[config.mk]
export PLATFORM = sky130hd
export DESIGN_NAME = icache_direct
export DESIGN_NICKNAME = d
export VERILOG_FILES = /design/src/rtl/icache_direct.sv
export SDC_FILE = /design/constraint.sdc
export NUM_CORES = 1
export LEC_CHECK = 0
export ABC_AREA = 1
export CAP_MARGIN = 10
export CORE_MARGIN = 3
export CORE_UTILIZATION = 60
export CTS_CLUSTER_DIAMETER = 100
export DETAILED_ROUTE_END_ITERATION = 16
export PLACE_DENSITY = 0.82
export SLEW_MARGIN = 15
export SYNTH_ARGS = -nofsm -noshare
export SYNTH_HDL_FRONTEND = slang
export SYNTH_SLANG_ARGS = --single-unit
[constraint.sdc]
create_clock -name CLK -period 7.77 [get_ports CLK]
set_input_delay 1.554 -clock CLK [delete_from_list [all_inputs] [get_ports CLK]]
set_output_delay 1.554 -clock CLK [all_outputs]
set_load 0.02 [all_outputs]
[src/rtl/icache_direct.sv]
// rtl/icache_direct.sv - direct-mapped read-only instruction cache with block refill
// Ports:
//   CLK, RESET            clock; asynchronous active-high reset
//   ADDRESS               fetch byte address, bits [1:0] ignored
//   INSTRUCTION, BUSYWAIT fetched word (valid when BUSYWAIT=0), CPU stall
//   MEM_READ, MEM_ADDRESS block read request and block address to memory
//   MEM_READDATA          128-bit block, word0 in [31:0]
//   MEM_BUSYWAIT          memory busy; data valid the cycle it falls while MEM_READ=1
//   HIT_COUNT, MISS_COUNT saturating statistics, only with ICACHE_STATS_EN defined
module icache_direct #(
  parameter int ADDR_WIDTH = 10,
  parameter int NUM_BLOCKS = 8
) (
  input  logic                  CLK,
  input  logic                  RESET,
  input  logic [ADDR_WIDTH-1:0] ADDRESS,
  output logic [31:0]           INSTRUCTION,
  output logic                  BUSYWAIT,
  output logic                  MEM_READ,
  output logic [ADDR_WIDTH-5:0] MEM_ADDRESS,
  input  logic [127:0]          MEM_READDATA,
  input  logic                  MEM_BUSYWAIT
`ifdef ICACHE_STATS_EN
  ,
  output logic [15:0]           HIT_COUNT,
  output logic [15:0]           MISS_COUNT
`endif
);

  localparam int INDEX_W = $clog2(NUM_BLOCKS);
  localparam int TAG_W   = ADDR_WIDTH - 4 - INDEX_W;
  localparam int BADDR_W = ADDR_WIDTH - 4;

  typedef enum logic [1:0] {S_IDLE, S_MREAD, S_UPDATE} state_t;

  state_t               state;
  logic [NUM_BLOCKS-1:0] valid;
  logic [TAG_W-1:0]     tag_mem  [NUM_BLOCKS];
  logic [127:0]         data_mem [NUM_BLOCKS];
  logic [BADDR_W-1:0]   fill_addr;
  logic [127:0]         fill_data;
  logic                 mem_read_q;

  logic [1:0]           off;
  logic [INDEX_W-1:0]   idx;
  logic [TAG_W-1:0]     tag;
  logic [INDEX_W-1:0]   fill_idx;
  logic [TAG_W-1:0]     fill_tag;
  logic                 hit;
  logic [127:0]         line;
  logic [31:0]          word;
  logic                 addr_unused;

  assign off         = ADDRESS[3:2];
  assign idx         = ADDRESS[3+INDEX_W:4];
  assign tag         = ADDRESS[ADDR_WIDTH-1:4+INDEX_W];
  assign fill_idx    = fill_addr[INDEX_W-1:0];
  assign fill_tag    = fill_addr[BADDR_W-1:INDEX_W];
  assign addr_unused = ^ADDRESS[1:0];

  assign hit  = valid[idx] && (tag_mem[idx] == tag);
  assign line = data_mem[idx];

  always_comb begin
    word = line[31:0];
    case (off)
      2'd0: word = line[31:0];
      2'd1: word = line[63:32];
      2'd2: word = line[95:64];
      2'd3: word = line[127:96];
      default: word = line[31:0];
    endcase
  end

  // Hit path is purely combinational from ADDRESS; RESET forces a quiet port.
  assign BUSYWAIT    = !RESET && ((state != S_IDLE) || !hit);
  assign INSTRUCTION = (!RESET && (state == S_IDLE) && hit) ? word : 32'd0;
  assign MEM_READ    = mem_read_q;
  assign MEM_ADDRESS = mem_read_q ? fill_addr : '0;

`ifdef ICACHE_STATS_EN
  logic [15:0] hit_cnt;
  logic [15:0] miss_cnt;
  assign HIT_COUNT  = hit_cnt;
  assign MISS_COUNT = miss_cnt;
`endif

  always_ff @(posedge CLK or posedge RESET) begin
    if (RESET) begin
      state      <= S_IDLE;
      valid      <= '0;
      mem_read_q <= 1'b0;
      fill_addr  <= '0;
`ifdef ICACHE_STATS_EN
      hit_cnt    <= 16'd0;
      miss_cnt   <= 16'd0;
`endif
    end else begin
      case (state)
        S_IDLE: begin
          if (!hit) begin
            fill_addr  <= ADDRESS[ADDR_WIDTH-1:4];
            mem_read_q <= 1'b1;
            state      <= S_MREAD;
`ifdef ICACHE_STATS_EN
            if (miss_cnt != 16'hFFFF) miss_cnt <= miss_cnt + 16'd1;
`endif
          end else begin
`ifdef ICACHE_STATS_EN
            if (hit_cnt != 16'hFFFF) hit_cnt <= hit_cnt + 16'd1;
`endif
          end
        end
        S_MREAD: begin
          if (!MEM_BUSYWAIT) begin
            mem_read_q <= 1'b0;
            state      <= S_UPDATE;
          end
        end
        S_UPDATE: begin
          valid[fill_idx] <= 1'b1;
          state           <= S_IDLE;
        end
        default: state <= S_IDLE;
      endcase
    end
  end

  // Line storage carries no reset; an invalid line is never read as a hit.
  // The block is held in fill_data so memory may drop it after handshake.
  always_ff @(posedge CLK) begin
    if (state == S_MREAD && !MEM_BUSYWAIT) begin
      fill_data <= MEM_READDATA;
    end
    if (state == S_UPDATE) begin
      data_mem[fill_idx] <= fill_data;
      tag_mem[fill_idx]  <= fill_tag;
    end
  end

endmodule

==> flow_metrics.tcl <==
set metrics [dict create \
    cell_type_with_the_highest_aggregate_area_in_the_netlist "edfxtp_1" \
    worst_path_largest_cell_delay_ns 0.70 \
    layout.nets 3693 \
    postSynthCellCount 3443 \
    synth_fp_nets 3584 \
    postRouteWirelength_um 108000 \
    seq_area_frac_synth_pct 77.3 \
    resize_count_post_cts 0 \
    detail_route.first_pass.iterations 6 \
    clock_tree.buffer_depth 3 \
    worst_setup_path_start_kind "input pin" \
    initialDrtViolationCount 3523 \
    final_core_utilization_pct 68.8 \
    post-route-worst-setup-slack_ns 1.23 \
    worstSkewPairLatency_ns 0.67 \
    die_width_um 284 \
    final_estimated_routing_congestion_in_global_placement 0.799 \
    clock_tree.root_cell "clkbuf_16" \
    postCtsHoldBufs 0 \
    synth_area_leaders "edfxtp_1 (76%), nand2_1 (4.3%), nor2_1 (4.1%)" \
    layout.cell_area.non_filler_um2 52400 \
    i_o_pin_count 181 \
    largest_net_degree_at_the_start_of_global_routing 220 \
    postRouteAntennaNets 0 \
    power_leakage_nw 17.5 \
    finalSetupViolCount 0 \
    commonest_non_fill_non_tap_cells_in_the_layout "edfxtp_1 (1176), nand2_1 (528), nor2_1 (494)" \
    slew_headroom_pct 29.0 \
    detailroute.via_count 28700 \
    io_buffers 178 \
    grt_setup_unrepaired "no" \
    syn2layout_area_growth_pct 13.4 \
    grt_pass1_wl_um 163000 \
    route.detailed.drc 0 \
    worst_ir_drop_vdd_mv 0.242 \
    synthesis.area_per_instance_um2 13.4 \
    power.density_nw_per_um2 280 \
    critPathMaxFanout 202 \
    critical_path_class "in2out" \
    holdWs_ns 0.453 \
    grt_antenna_before_repair 1 \
    worst_pin_slew_ns 1.07 \
    overflow 0 \
    placement.setup.worst_slack_ns 1.36 \
    initial_utilization_pct 60.7 \
    tritoncts "yes" \
    synth_cell_type_count 29 \
    insertedDiodeCount 0 \
    finalCriticalPeriod_ns 6.54 \
    synth-seq-cells 1193 \
    grt_util_all_layers_pct 26.6 \
    final_min_period_over_clock_period_pct 84.1 \
    final-hold-violation-count 0 \
    final.setup.tns_ns 0 \
    critical_path_required_ns 6.22 \
    asyncSetResetFlopFracSynth_pct 1.42 \
    route.detailed.wl_per_inst_um 23.2 \
    timing.fmax_ghz 0.153 \
    postPlaceCellArea_um2 48800 \
    post_synth_edffs 1176 \
    cp-end-kind "output pin" \
    worst_hold_path_type "reg2reg" \
    yosysTopAreaCellShare_pct 76.3 \
    coreArea_um2 76200 \
    rows 101 \
    fp.dieH_um 284 \
    worstPathCellList "buf_8 -> inv_8 -> buf_12 -> a21oi_1 -> a22o_1 -> o211ai_1 -> nand2_1 -> nor2_1 -> clkdlybuf4s50_1" \
    synth_top_flop_cell "edfxtp_1" \
    drive_above_1_share_pct 6.15 \
    max_cap_viol_count 0 \
    synthesis.yosys.warnings 0 \
    syn-cell-area_um2 46300 \
    critPathArrivalTime_ns 4.98 \
    number_of_global_route_vias_before_repair 28200 \
    layout.filler_cells 4708 \
    post_dp_hpwl_um 53100 \
    vias_per_cell 6.15 \
    inserted_clock_buffers 112 \
    clk_pin_slew_worst_paths_ns 0.06 \
    crit_path_top_delay_cell "clkdlybuf4s50_1" \
    clock-skew-final_ns 0.0181 \
    final_common_cell "edfxtp_1" \
    cts_htree_levels 3 \
    number_of_sinks_on_the_clock_net 1193 \
    outcome "complete, no violations" \
    slew_viol_final 0 \
    post_cts.repair.setup_buffers 0 \
    dieArea_um2 80500 \
]
## logic make-up after synthesis
kind of cell           synth area share, %
buffers and inverters                 2.76
AO/OA/AOI/OAI                         8.30
flip-flops                            77.3
AND/OR/NAND/NOR                       11.7
## per-stage QoR
step           total power [mW]  cells
2_1_floorplan              8.89   3443
3_3_place_gp               9.34   4468
3_5_place_dp               9.39   4468
4_1_cts                    14.7   4670
5_1_grt                    15.1   4670
6_report                   14.7   4670
## cell usage after synthesis (15+ instances only)
library cell	instances
nand4_1	16
a22oi_1	31
nand3_1	265
nand2_1	528
dfrtp_1	17
nor2_1	506
a22o_1	16
o31ai_1	15
clkbuf_1	84
buf_2	85
o211ai_1	146
a21oi_1	128
o21ai_1	24
inv_1	42
o21ai_0	295
buf_4	19
buf_1	17
edfxtp_1	1176
## power breakdown
part	internal [mW]	switching, mW
registers	7.80	0.324
logic	0.326	0.828
clock network	3.10	2.28
total	11.2	3.44
## worst max-delay path: cells and delay by family
| family | cells | cell delay, ns |
|---|---|---|
| buffers and inverters | 4 | 2.09 |
| AND/OR/NAND/NOR | 2 | 0.36 |
| AO/OA/AOI/OAI | 3 | 0.74 |
## per-layer routing
layer	GRT usage, %	share of wire [%]
met5	0	0
met4	11.3	3.8
met3	5.06	10
met2	43.7	49
met1	35.1	37
## flip-flops by register name, summed over array words and instances (netlist names)
name and cells:
data_mem 1024, tag_mem 24, valid 8, fill_addr 6, MEM_READ 1, fill_data 128
state 2
## final cells by class
| type | instances | area [um2] | area share (%) |
|---|---|---|---|
| clock inverter | 68 | 726 | 1.38 |
| sequential | 1193 | 35700 | 68.2 |
| inverter | 46 | 188 | 0.358 |
| timing repair buffer | 214 | 2260 | 4.31 |
| multi-input combinational | 1985 | 9330 | 17.8 |
| tap | 1030 | 1290 | 2.46 |
| clock buffer | 134 | 2910 | 5.54 |
## final timing paths
kind	slack (ns)	end	cells after the start	startpoint
min in group asynchronous	1.35	MEM_READ	2	RESET
max reg2reg	4.83	data_mem[4][5]	4	state[0]
max	1.23	INSTRUCTION[6]	9	ADDRESS[4]
max in group asynchronous	6.00	valid[6]	2	RESET
min	0.45	valid[0]	2	valid[0]
min reg2reg	0.45	valid[0]	2	valid[0]
No activity file was read; power rests on OpenSTA's default activity.
